**config.mk**
```make
export PLATFORM = sky130hd
export DESIGN_NAME = bbs_word_packer
export DESIGN_NICKNAME = d
export VERILOG_FILES = /design/src/rtl/bbs_word_packer.sv
export SDC_FILE = /design/constraint.sdc
export NUM_CORES = 1
export LEC_CHECK = 0
export CAP_MARGIN = 20
export CORE_ASPECT_RATIO = 1.1
export CORE_MARGIN = 2
export CORE_UTILIZATION = 49
export DETAILED_ROUTE_END_ITERATION = 6
export PLACE_DENSITY = 0.75
export SLEW_MARGIN = 20
export SYNTH_ARGS = -nofsm -noshare
export SYNTH_HDL_FRONTEND = slang
export SYNTH_SLANG_ARGS = --single-unit
```
**constraint.sdc**
```tcl
create_clock -name clk -period 2.6 [get_ports clk]
set_input_delay 0.52 -clock clk [delete_from_list [all_inputs] [get_ports clk]]
set_output_delay 0.52 -clock clk [all_outputs]
set_load 0.01 [all_outputs]
```
**src/rtl/bbs_word_packer.sv**
```systemverilog
// Consumer end of the BBS bit stream: requests bits, packs them MSB-first into W-bit words
// and queues them in a 2-entry fall-through FIFO. Optional debiasing: BBS_VON_NEUMANN_EN.
module bbs_word_packer #(
    parameter int W = 16,
    localparam int CW = $clog2(W + 1)
) (
    input  logic          clk,
    input  logic          rst,
    input  logic          enable,
    output logic          gen_start,
    input  logic          bit_valid,
    input  logic          b_i,
    output logic [W-1:0]  word_out,
    output logic          word_valid,
    input  logic          word_ready,
    output logic [1:0]    fill,
    output logic [CW-1:0] bit_cnt,
    output logic          err_unsolicited
);

    typedef enum logic [1:0] {IDLE, REQ, WAIT} state_t;

    localparam logic [CW-1:0] LAST = CW'(W - 1);

    state_t        state, next_state;
    logic [W-2:0]  shift;
    logic [W-1:0]  new_word;
    logic [W-1:0]  mem0, mem1;
    logic          capture, accept, acc_bit, complete, push, pop;
    logic [CW-1:0] cnt_next;
    logic [2:0]    fill_pushed;
    logic          room_now, room_after;

    assign capture = (state == WAIT) && bit_valid;

`ifdef BBS_VON_NEUMANN_EN
    logic half, first;

    // A pair emits its first bit only when the two bits differ (10 -> 1, 01 -> 0).
    assign accept  = capture && half && (first != b_i);
    assign acc_bit = first;

    always_ff @(posedge clk or posedge rst) begin
        if (rst) begin
            half  <= 1'b0;
            first <= 1'b0;
        end else if (capture) begin
            half <= ~half;
            if (!half) first <= b_i;
        end
    end
`else
    assign accept  = capture;
    assign acc_bit = b_i;
`endif

    assign new_word    = {shift, acc_bit};
    assign complete    = accept && (bit_cnt == LAST);
    assign push        = complete;
    assign pop         = word_valid && word_ready;
    assign cnt_next    = complete ? '0 : (accept ? bit_cnt + CW'(1) : bit_cnt);
    assign fill_pushed = {1'b0, fill} + {2'b00, push};

    // Never request the bit that would complete a word while the FIFO is full.
    assign room_now   = (bit_cnt != LAST) || (fill < 2'd2);
    assign room_after = (cnt_next != LAST) || (fill_pushed < 3'd2);

    always_ff @(posedge clk or posedge rst) begin
        if (rst) state <= IDLE;
        else     state <= next_state;
    end

    always_comb begin
        next_state = state;
        gen_start  = 1'b0;
        case (state)
            IDLE: if (enable && room_now) next_state = REQ;
            REQ: begin
                gen_start  = 1'b1;
                next_state = WAIT;
            end
            WAIT: if (bit_valid) next_state = (enable && room_after) ? REQ : IDLE;
            default: next_state = IDLE;
        endcase
    end

    always_ff @(posedge clk or posedge rst) begin
        if (rst) begin
            shift           <= '0;
            bit_cnt         <= '0;
            err_unsolicited <= 1'b0;
        end else begin
            if (bit_valid && (state != WAIT)) err_unsolicited <= 1'b1;
            if (accept) begin
                shift   <= new_word[W-2:0];
                bit_cnt <= cnt_next;
            end
        end
    end

    // mem0 is always the head; it keeps the last popped word once the FIFO drains.
    always_ff @(posedge clk or posedge rst) begin
        if (rst) begin
            mem0 <= '0;
            mem1 <= '0;
            fill <= 2'd0;
        end else begin
            case ({push, pop})
                2'b10: begin
                    if (fill == 2'd0) mem0 <= new_word;
                    else              mem1 <= new_word;
                    fill <= fill + 2'd1;
                end
                2'b01: begin
                    if (fill == 2'd2) mem0 <= mem1;
                    fill <= fill - 2'd1;
                end
                2'b11: begin
                    if (fill == 2'd1) begin
                        mem0 <= new_word;
                    end else begin
                        mem0 <= mem1;
                        mem1 <= new_word;
                    end
                end
                default: ;
            endcase
        end
    end

    assign word_out   = mem0;
    assign word_valid = (fill != 2'd0);

endmodule

```
==> Word level (Yosys, flattened, before mapping) <==
Index checks and enable logic that the tools add are counted.
{ "classes": {"n_addsub": 4, "n_lt_le_gt_ge": 2, "eq_ne": 17, "muxes": 15, "n_reduce_logical": 17} }
{ "ops": {"columns": ["cell", "n"], "rows": [
  ["two-way mux 16 bit", 5],
  ["one-hot mux 16 bit (3 select lines)", 1],
  ["one-hot mux 16 bit (2 select lines)", 1],
  ["inequality test 2 bit, second input constant", 7],
  ["two-way mux 5 bit", 2],
  ["inequality test 5 x 4 -> 1 bit, second input constant", 2],
  ["equality test 2 bit, second input constant", 4],
  ["equality test 2 x 1 -> 1 bit, second input constant", 3],
  ["logical AND 1 bit", 6],
  ["one-hot mux 2 bit (3 select lines)", 1],
  ["AND reduction 3 bit", 2],
  ["nonzero test 2 bit", 3],
  ["adder 5 x 1 -> 5 bit, second input constant", 1],
  ["equality test 5 x 4 -> 1 bit, second input constant", 1],
  ["zero test 2 bit", 2],
  ["two-way mux 2 bit", 2],
  ["one-hot mux 2 bit (2 select lines)", 1],
  ["adder 2 x 1 -> 3 bit", 1],
  ["less-than comparator 3 x 2 -> 1 bit, second input constant", 1],
  ["nonzero test 3 bit", 1],
  ["adder 2 x 1 -> 2 bit, second input constant", 1],
  ["logical OR 1 bit", 2],
  ["less-than comparator 2 bit, second input constant", 1],
  ["two-way mux 1 bit", 2],
  ["other kinds (2)", 2]
]} }
{ "word_totals": {"output_inout_bits": 26, "input_bits": 6, "reg_bits": 57, "word_cells": 62} }

==> Logic depth before layout (Yosys ltp) <==
Gate-level depths: netlist of run 1.
{ "logic_depth": {"depth_word": 10, "mapped_depth": 11, "mapped_depth_nobuf": 10} }

==> Worst setup path after synthesis of run 1 <==
No wires, ideal clock.
{ "synth_timing": {"path_type": "register to register", "start": "reg bit_cnt[0]", "end": "reg mem1[0]", "path_stages_with_launch": 10, "required_ns": 2.475, "setup_time_ns": 0.125, "t_arrival_ns": 2.555, "n_path_buf": 1, "slack_ns": -0.079, "period_less_slack_ns": 2.679, "cell_sequence": "dfrtp_1 > ha_1 > and3_1 > ha_1 > nand2_1 > inv_1 > ha_1 > o211ai_1 > buf_2 > mux2_2"} }
{ "synth_between": {"elab_chain_cells": 5, "elab_cells_between_ends": 9, "cone_classes": "eq/ne (5); mux (1); reduce/logical (3)"} }
{ "synth_lines": {"columns": ["item", "line_no", "text"], "rows": [
  ["from (decl)", "17", "output logic [CW-1:0] bit_cnt,"],
  ["from (signal assigned)", "96", "bit_cnt <= cnt_next;"],
  ["equality test 5 x 4 -> 1 bit (*)", "58", "assign complete = accept && (bit_cnt == LAST);"],
  ["logical AND 1 bit (*)", "58", null],
  ["equality test 2 bit", "108", "case ({push, pop})"],
  ["inequality test 2 bit (no line) / nonzero test 2 bit (equally long branches)", null, null],
  ["AND reduction 3 bit (no line)", null, null],
  ["to (signal assigned)", "111", "else mem1 <= new_word;"],
  ["to (signal assigned)", "123", "mem1 <= new_word;"],
  ["to (decl)", "28", "logic [W-1:0] mem0, mem1;"]
]} }
Mark *: on every way between the ends. The rest lies on a longest branch, timed or not.
A chain may end at the register's enable or synchronous reset.

==> Worst setup path in the final report of run 1 <==
{ "layout_timing": {"start": "reg bit_cnt[0]", "end": "reg mem1[7]"} }
Same word-level chain as after synthesis.

==> reports/qor.csv, run 1 <==
metric,value,unit
status,"finished, final reports clean",
post_cts_resized,0,
leakagePower,1.500,nW
hold_depth,1,
pwr_density_cell,1082,nW/um2
syn-num-nets,256,
cp_max_fo,16,
clock-sinks,57,
gp_congestion,0.7504,
grt_setup_unrepaired,no,
cts_setup_buffers,0,
power_frac_clock,21.6,%
synth_seq_area_share,57.00,%
period_share,95.19,%
synthTopCellsByCount,"dfrtp_1 (57), nand2_1 (53), a21oi_1 (21)",
fp.dieH,78.95,um
reg2regPathDepth,9,
root_buffer,clkbuf_8,
grt_pass1_vias,1853,
cts_max_level,3,
synthFlopType,dfrtp_1,
finalSetupViolations,0,
r2r-end,mem1[7],
setup_slack,0.1251,ns
async_flop_share,100.0,%
grt_pass1_wl,8.397,mm
synth_seq_cells,57,
grt.total_usage,19.14,%
p_total,3.381,mW
p_sw_share,34.51,%
r2r_start,bit_cnt[0],
whs_endpoint,err_unsolicited,
area_growth,24.90,%
seq_power_share,41.5,%
drt-total-wl,4.811,mm
synth.avg_cell_area,10.38,um2
core,4966,um2
antenna_cells_inserted,0,
p_int,2.214,mW
drt-wirelength-per-cell,13.99,um
relSlewSlack,61.98,%
vias,1873,
path_clk_slew,0.06,ns
drt_iter0_markers,184,
slew_violations,0,
ioPinCount,32,
drive_gt1_share,15.38,%
fp-row-count,27,
yosys_warnings,0,
tightest_slew,0.5694,ns
postRouteAntennaNets,0,
power_frac_comb,36.9,%
die-width,72.14,um
r2r_setup_slack,0.13,ns
design_area,3126,um2
holdCritPathClass,reg2reg,
finalHoldViolations,0,
first_pass_iters,4,
nets,296,
yosys.area.top_type,dfrtp_1,
numCtsBuffers,9,
floorplan.initialDensity,50.39,%
synth_enable_flop_cells,0,
finalClockSkew,0.006452,ns
viasPerCell,5.445,
drc_errors,0,
final_util,62.94,%
grt_overflow,0,
fin_cells,344,
die_area,5695,um2
switching_power,1.167,mW
cp.arrival,2.69,ns
ir_drop,0.5668,mV
synth_most_common_cell,dfrtp_1,
grt_start_max_net_pins,33,
fin_crit,2.475,ns
synth_cell_type_count,31,
max_freq,404.1,MHz
crit_type,reg2reg,
synthCells,241,
synth_area_leaders,"dfrtp_1 (57%), nand2_1 (8.0%), mux2_2 (7.2%), a22oi_1 (4.8%), ha_1 (4.5%)",
cts.path.max_buffers,2,
grt_antenna_before_repair,0,
pre_cts_ws,-0.1164,ns
required,2.81,ns
worst_setup_path_end_kind,register,
dp.cells,328,
dpl_cell_area,2950,um2
hold_start,err_unsolicited,
synth_top_area_share,57.00,%
cp-start-kind,register,
netlist_area,2502,um2
maxCapViolCount,0,
insertion_delay,0.33,ns
ctsHoldBuffers,0,
cts_tree,built,
hpwlAfterDp,3.204,mm
numPortBuffers,31,
[placed cells by master (no fill, tap or decap), types with 3 or more instances in the layout]
master / synthesis / final
mux2_2: 16 / 16
nor2b_1: 4 / 4
clkinv_2: 0 / 3
o21ai_0: 4 / 4
a22oi_1: 16 / 16
ha_1: 9 / 8
clkdlybuf4s50_1: 0 / 31
buf_12: 0 / 3
nand2_1: 53 / 53
inv_1: 9 / 8
a21oi_1: 21 / 21
dfrtp_1: 57 / 56
buf_4: 0 / 4
nor2_1: 18 / 18
clkbuf_8: 0 / 11
[registers in the layout (all words and copies together) (netlist names)]
signal	count
err_unsolicited	1
state	2
mem1	16
shift	15
word_out	16
fill	2
bit_cnt	5
[routing by layer]
layer | GRT usage (%) | share of wire [%] | vias to the layer above
met5 | 0 | 0 | -
met4 | 8.491 | 1.6 | 0
met3 | 4.949 | 4.4 | 8
met2 | 29.36 | 48 | 38
met1 | 25.55 | 46 | 922
li1 | - | - | 905
[area by class of cell]
class,count,area (um2)
Sequential cell,57,1428
Clock inverter,3,15.01
Inverter,10,37.54
Clock buffer,13,158.9
Timing Repair Buffer,38,400.4
Multi-Input combinational cell,165,1013
Tap cell,58,72.57
Fill cell,443,1841
[per-stage QoR]
stage / hold slack [ns] / setup TNS (ns)
2_1_floorplan: 0.4644 / 0
3_3_place_gp: 0.4407 / -0.002205
3_5_place_dp: 0.4447 / -1.285
4_1_cts: 0.4589 / 0
5_1_grt: 0.4701 / 0
6_report: 0.4589 / 0
[critical path, cell delays in order, from the launching register on]
cell      delay, ns
dfrtp_2        0.45
ha_1           0.24
and3_1         0.19
ha_2           0.22
nand2_1        0.12
inv_1          0.07
ha_1           0.24
o211ai_1       0.28
buf_12         0.20
mux2_2         0.34
[worst max path at each step]
| stage | from | to | slack, ns | cells after the start |
|---|---|---|---|---|
| 3_5_place_dp | bit_valid | word_out[2] | -0.12 | 10 |
| 4_1_cts | bit_cnt[0] | word_out[2] | 0.02 | 10 |
| 5_1_grt | bit_cnt[0] | mem1[3] | 0.004 | 9 |
| 3_3_place_gp | bit_valid | word_out[11] | -0.001 | 10 |
| 6_report | bit_cnt[0] | mem1[7] | 0.13 | 9 |
| 2_1_floorplan | bit_cnt[0] | mem1[0] | 0.03 | 9 |
[kinds of logic after synthesis]
| logic type | share of synthesized area (%) |
|---|---|
| and+or+nand+nor | 15.30 |
| DFF | 57.00 |
| AOI/OAI and AO/OA | 12.40 |
| buffers and inverters | 2.900 |
| muxes | 7.200 |
| adders and majority gates | 4.500 |
| xor gates and xnor gates | 0.7001 |
[power by group through the flow]
stage | logic, mW | clock network [mW] | registers [mW]
CTS | 1.26 | 0.746 | 1.40
global route | 1.40 | 0.782 | 1.45
finish | 1.25 | 0.732 | 1.40
global placement | 1.22 | 0 | 1.40
detailed placement | 1.25 | 0 | 1.42
floorplan | 0.628 | 0 | 1.45
(Power assumes the default switching activity.)
==> run 2, diff against run 1 <==
Settings changed: CORE_UTILIZATION 49 to 51, CTS_BUF_LIST set to sky130_fd_sc_hd__clkbuf_2 sky130_fd_sc_hd__clkbuf_4 sky130_fd_sc_hd__clkbuf_8, CTS_CLUSTER_DIAMETER set to 150, PLACE_DENSITY 0.75 to 0.77.
==> run 2 against run 1 <==
- non-clock buffer count unchanged
- count of clock-buffer cells in the layout down 1
- utilization up 3.6 points
- die area down 3.7%
- routed wire length down 2.1%
- design area down 0.32%
- sequential cell count unchanged
- cell count down 0.58%
==> reports/qor.csv, run 2 (same netlist as run 1, synthesis figures left out) <==
metric,value,unit,change
status,"finished, final reports clean",,unchanged
drt_iter0_markers,124,,was 184
power_frac_clock,20.6,%,was 21.6%
die-width,70.79,um,was 72.14 um
path_clk_slew,0.06,ns,about the same
core,4684,um2,was 4966 um2
finalSetupViolations,0,,unchanged
first_pass_iters,4,,unchanged
die_area,5483,um2,was 5695 um2
max_freq,402.3,MHz,was 404.1 MHz
required,2.80,ns,was 2.81 ns
fin_crit,2.486,ns,was 2.475 ns
p_sw_share,34.39,%,was 34.51%
postRouteAntennaNets,0,,unchanged
vias,1850,,was 1873
cts.path.max_buffers,2,,unchanged
power_frac_comb,37.2,%,was 36.9%
setup-tns-final,0,ns,unchanged
reg2regPathDepth,9,,unchanged
cp.arrival,2.69,ns,about the same
max_stage_delay,0.45,ns,about the same
worst_setup_path_end_kind,register,,unchanged
drive_gt1_share,16.08,%,was 15.38%
crit_chain,ha_1 > and3_1 > ha_2 > nand2_1 > inv_1 > ha_1 > o211ai_1 > buf_12 > mux2_2,,unchanged
path_common_cell,ha_1,,unchanged
drt-total-wl,4.712,mm,was 4.811 mm
final_cell_mix,"dfrtp_1 (56), nand2_1 (53), clkdlybuf4s50_1 (31), a21oi_1 (21), nor2_1 (18)",,unchanged
grt_pass1_vias,1776,,was 1853
cts_max_level,3,,unchanged
drt-wirelength-per-cell,13.78,um,was 13.99 um
grt_setup_unrepaired,no,,unchanged
whs_endpoint,err_unsolicited,,unchanged
seq_power_share,42.2,%,was 41.5%
fp-row-count,26,,was 27
grt.total_usage,19.12,%,was 19.14%
pwr_density_cell,1073,nW/um2,was 1082 nW/um2
cts_tree,built,,unchanged
tightest_slew,0.3140,ns,was 0.5694 ns
grt_start_max_net_pins,58,,was 33
antenna_cells_inserted,0,,unchanged
setup_slack,0.1140,ns,was 0.1251 ns
fp.dieH,77.47,um,was 78.95 um
p_int,2.193,mW,was 2.214 mW
cp-start-kind,register,,unchanged
crit_slowest_cell,dfrtp_2,,unchanged
post_cts_resized,0,,unchanged
relSlewSlack,79.06,%,was 61.98%
pre_cts_ws,-0.07343,ns,was -0.1164 ns
insertion_delay,0.32,ns,was 0.33 ns
ctsHoldBuffers,0,,unchanged
grt_antenna_before_repair,0,,unchanged
leakagePower,1.501,nW,was 1.500 nW
slew_violations,0,,unchanged
finalClockSkew,0.006784,ns,was 0.006452 ns
root_buffer,clkbuf_8,,unchanged
r2r_setup_slack,0.11,ns,was 0.13 ns
hold_depth,1,,unchanged
cp_max_fo,16,,unchanged
area_growth,24.50,%,was 24.90%
grt_pass1_wl,8.252,mm,was 8.397 mm
ioPinCount,32,,unchanged
hold_start,err_unsolicited,,unchanged
floorplan.initialDensity,53.42,%,was 50.39%
hpwlAfterDp,3.152,mm,was 3.204 mm
r2r_start,bit_cnt[0],,unchanged
clock-sinks,57,,unchanged
crit_type,reg2reg,,unchanged
numCtsBuffers,9,,unchanged
numPortBuffers,31,,unchanged
drc_errors,0,,unchanged
holdCritPathClass,reg2reg,,unchanged
ir_drop,0.4564,mV,was 0.5668 mV
switching_power,1.149,mW,was 1.167 mW
period_share,95.61,%,was 95.19%
gp_congestion,0.7543,,was 0.7504
nets,296,,unchanged
viasPerCell,5.409,,was 5.445
r2r-end,mem1[10],,was mem1[7]
layout_commonest_cell,dfrtp_1,,unchanged
finalHoldViolations,0,,unchanged
cts_setup_buffers,0,,unchanged
grt_overflow,0,,unchanged
maxCapViolCount,0,,unchanged
## run 2: layout make-up
type / instances / area (um2)
fill: 393 / 1569
sequential: 57 / 1428
multi-input combinational: 165 / 1013
timing repair buffer: 38 / 400.4
clock buffer: 12 / 146.4
tap: 56 / 70.07
inverter: 10 / 37.54
clock inverter: 4 / 20.02
## run 2: through the flow
step	total power [mW]	instances	hold slack (ns)	cell area, um2	util, %
6_report	3.343	342	0.4784	3115	66.51
5_1_grt	3.576	342	0.4942	3115	66.51
2_1_floorplan	2.074	241	0.4644	2509	-
4_1_cts	3.370	342	0.4897	3114	66.48
3_3_place_gp	2.624	326	0.4403	2948	62.93
3_5_place_dp	2.675	326	0.4758	2948	62.93
## run 2: worst max-delay path, delay by kind of cell (launching register included)
kind | cells | cell delay (ns)
adders and majority gates | 3 | 0.70
DFF | 1 | 0.45
muxes | 1 | 0.34
and+or+nand+nor | 2 | 0.31
AOI/OAI and AO/OA | 1 | 0.28
buffers and inverters | 2 | 0.26
## run 2: power by group through the flow
stage	sequential (mW)	clock, mW	combinational (mW)
5_1_grt	1.46	0.745	1.37
3_5_place_dp	1.42	0	1.25
3_3_place_gp	1.41	0	1.22
4_1_cts	1.41	0.702	1.26
2_1_floorplan	1.45	0	0.628
6_report	1.41	0.688	1.24
## run 2: per-layer routing
layer  track usage (%)  share of wire [%]
met3             5.195                4.4
met1             25.97                 47
met5                 0                  0
met4             9.057                2.2
met2             28.50                 46
## run 2: worst max path at each step
stage | from | end | slack, ns
finish | bit_cnt[0] | mem1[10] | 0.11
global route | bit_cnt[0] | mem1[10] | 0.02
CTS | bit_cnt[0] | word_out[10] | 0.05
detailed placement | bit_valid | word_out[10] | -0.07
global placement | bit_valid | word_out[2] | 0.02
floorplan | bit_cnt[0] | mem1[0] | 0.03
==> run 3, diff against run 2 <==
Settings changed: CORE_MARGIN 2 to not set.
==> run 3 against run 2 <==
- register-to-register slack hardly changed
- count of clock-buffer cells in the layout stayed put
- die area is 5.3% lower
- cell count is 0.29% higher
- sequential share of layout area is 0.97 points lower
- total power is 8.6% higher
- critical path type unchanged
==> reports/qor.csv, run 3 (same netlist as run 1, synthesis figures left out) <==
metric,value,unit,change
status,"finished, final reports clean",,unchanged
drive_gt1_share,16.38,%,was 16.08%
dpl_cell_area,2943,um2,was 2948 um2
period_share,95.32,%,was 95.61%
antenna_cells_inserted,0,,unchanged
finalSetupViolations,0,,unchanged
die_area,5191,um2,was 5483 um2
maxCapViolCount,0,,unchanged
relSlewSlack,57.02,%,was 79.06%
grt_overflow,0,,unchanged
cp-start-kind,register,,unchanged
nFillCells,374,,was 393
numCtsBuffers,9,,unchanged
cp.arrival,2.69,ns,about the same
fin_cells,343,,was 342
grt_pass1_wl,7.997,mm,was 8.252 mm
crit_chain,ha_1 > and3_1 > ha_2 > nand2_1 > inv_1 > ha_1 > o211ai_1 > buf_12 > mux2_2,,unchanged
grt.total_usage,21.65,%,was 19.12%
final_util,67.95,%,was 66.51%
final_cell_mix,"dfrtp_1 (56), nand2_1 (53), clkdlybuf4s50_1 (31), a21oi_1 (21), nor2_1 (18)",,unchanged
die-width,68.79,um,was 70.79 um
grt_setup_unrepaired,no,,unchanged
fin_crit,2.478,ns,was 2.486 ns
ctsHoldBuffers,0,,unchanged
grt_start_max_net_pins,33,,was 58
layout_commonest_cell,dfrtp_1,,unchanged
drc_errors,0,,unchanged
core,4684,um2,unchanged
finalClockSkew,0.009078,ns,was 0.006784 ns
insertion_delay,0.33,ns,was 0.32 ns
crit_family,adder cells,,unchanged
numPortBuffers,31,,unchanged
cts.path.max_buffers,2,,unchanged
crit_slowest_cell,dfrtp_2,,unchanged
nets,297,,was 296
design_area,3183,um2,was 3115 um2
max_stage_delay,0.45,ns,about the same
vias,1873,,was 1850
ioPinCount,32,,unchanged
pwr_density_cell,1140,nW/um2,was 1073 nW/um2
clock-sinks,57,,unchanged
cp_max_fo,16,,unchanged
leakagePower,1.529,nW,was 1.501 nW
cts_max_level,3,,unchanged
holdCritPathClass,reg2reg,,unchanged
floorplan.initialDensity,53.42,%,unchanged
fp.dieH,75.47,um,was 77.47 um
first_pass_iters,4,,unchanged
pre_cts_ws,-0.04081,ns,was -0.07343 ns
hpwlAfterDp,3.196,mm,was 3.152 mm
drt-wirelength-per-cell,14.18,um,was 13.78 um
grt_pass1_vias,1708,,was 1776
worst_setup_path_end_kind,register,,unchanged
crit_type,reg2reg,,unchanged
viasPerCell,5.461,,was 5.409
path_common_cell,ha_1,,unchanged
drt-total-wl,4.865,mm,was 4.712 mm
dp.cells,327,,was 326
drt_iter0_markers,133,,was 124
setup_slack,0.1217,ns,was 0.1140 ns
r2r_setup_slack,0.12,ns,was 0.11 ns
path_clk_slew,0.07,ns,was 0.06 ns
area_growth,27.20,%,was 24.50%
max_freq,403.5,MHz,was 402.3 MHz
fp-row-count,26,,unchanged
required,2.82,ns,was 2.80 ns
critPathBufInv,2,,unchanged
grt_antenna_before_repair,0,,unchanged
finalHoldViolations,0,,unchanged
slew_violations,0,,unchanged
cts_tree,built,,unchanged
root_buffer,clkbuf_8,,unchanged
ir_drop,0.6590,mV,was 0.4564 mV
gp_congestion,0.8465,,was 0.7543
tightest_slew,0.6438,ns,was 0.3140 ns
postRouteAntennaNets,0,,unchanged
run 3: cell types whose count changed in the layout (fill, tap and decap cells not counted), sizes merged:
cell    previous run  this run
bufinv             0         2
clkinv             4         2
buf                7         8
run 3: path summary, 6_finish.rpt:
path	start	end	cells past startpoint
worst min-delay path	err_unsolicited	err_unsolicited	1
worst max-delay path	bit_cnt[0]	mem1[5]	9
worst min register to register	err_unsolicited	err_unsolicited	1
max in group asynchronous	rst	shift[10]	3
min in group asynchronous	rst	mem1[4]	2
worst max register to register	bit_cnt[0]	mem1[5]	9
run 3: routing by layer:
| layer | vias to the layer above | routed length, um | global-route usage, % |
|---|---|---|---|
| met5 | - | 0 | 0 |
| met4 | 0 | 142 | 13.61 |
| met3 | 12 | 175 | 4.940 |
| met2 | 36 | 2287 | 32.14 |
| met1 | 913 | 2260 | 28.68 |
| li1 | 912 | - | - |
run 3: final cells by class:
class                           count  area (um2)  area share [%]
Clock inverter                      4       73.82           2.319
Timing Repair Buffer               39       395.4           12.42
Inverter                           10       37.54           1.179
Clock buffer                       12       165.2           5.189
Tap cell                           56       70.07           2.201
Sequential cell                    57        1428           44.85
Multi-Input combinational cell    165        1013           31.84
run 3: power breakdown:
part           internal (mW)  total (mW)  switching, mW
clock network          0.618       0.973          0.355
logic                  0.647        1.25          0.602
registers               1.17        1.41          0.234
total                   2.44        3.63           1.19
run 3: timing repair:
item / in CTS / in global routing
buffers inserted: 0 / 0
resized for setup: 0 / 1
setup endpoints to repair: 0 / 16
run 3: stage by stage:
step | TNS, ns | power (mW) | hold slack (ns)
after detailed placement | -0.2399 | 2.661 | 0.4430
after global routing | 0 | 3.887 | 0.4881
after floorplan | 0 | 2.074 | 0.4644
final | 0 | 3.629 | 0.4516
after CTS | 0 | 3.653 | 0.4570
after global placement | 0 | 2.622 | 0.4415
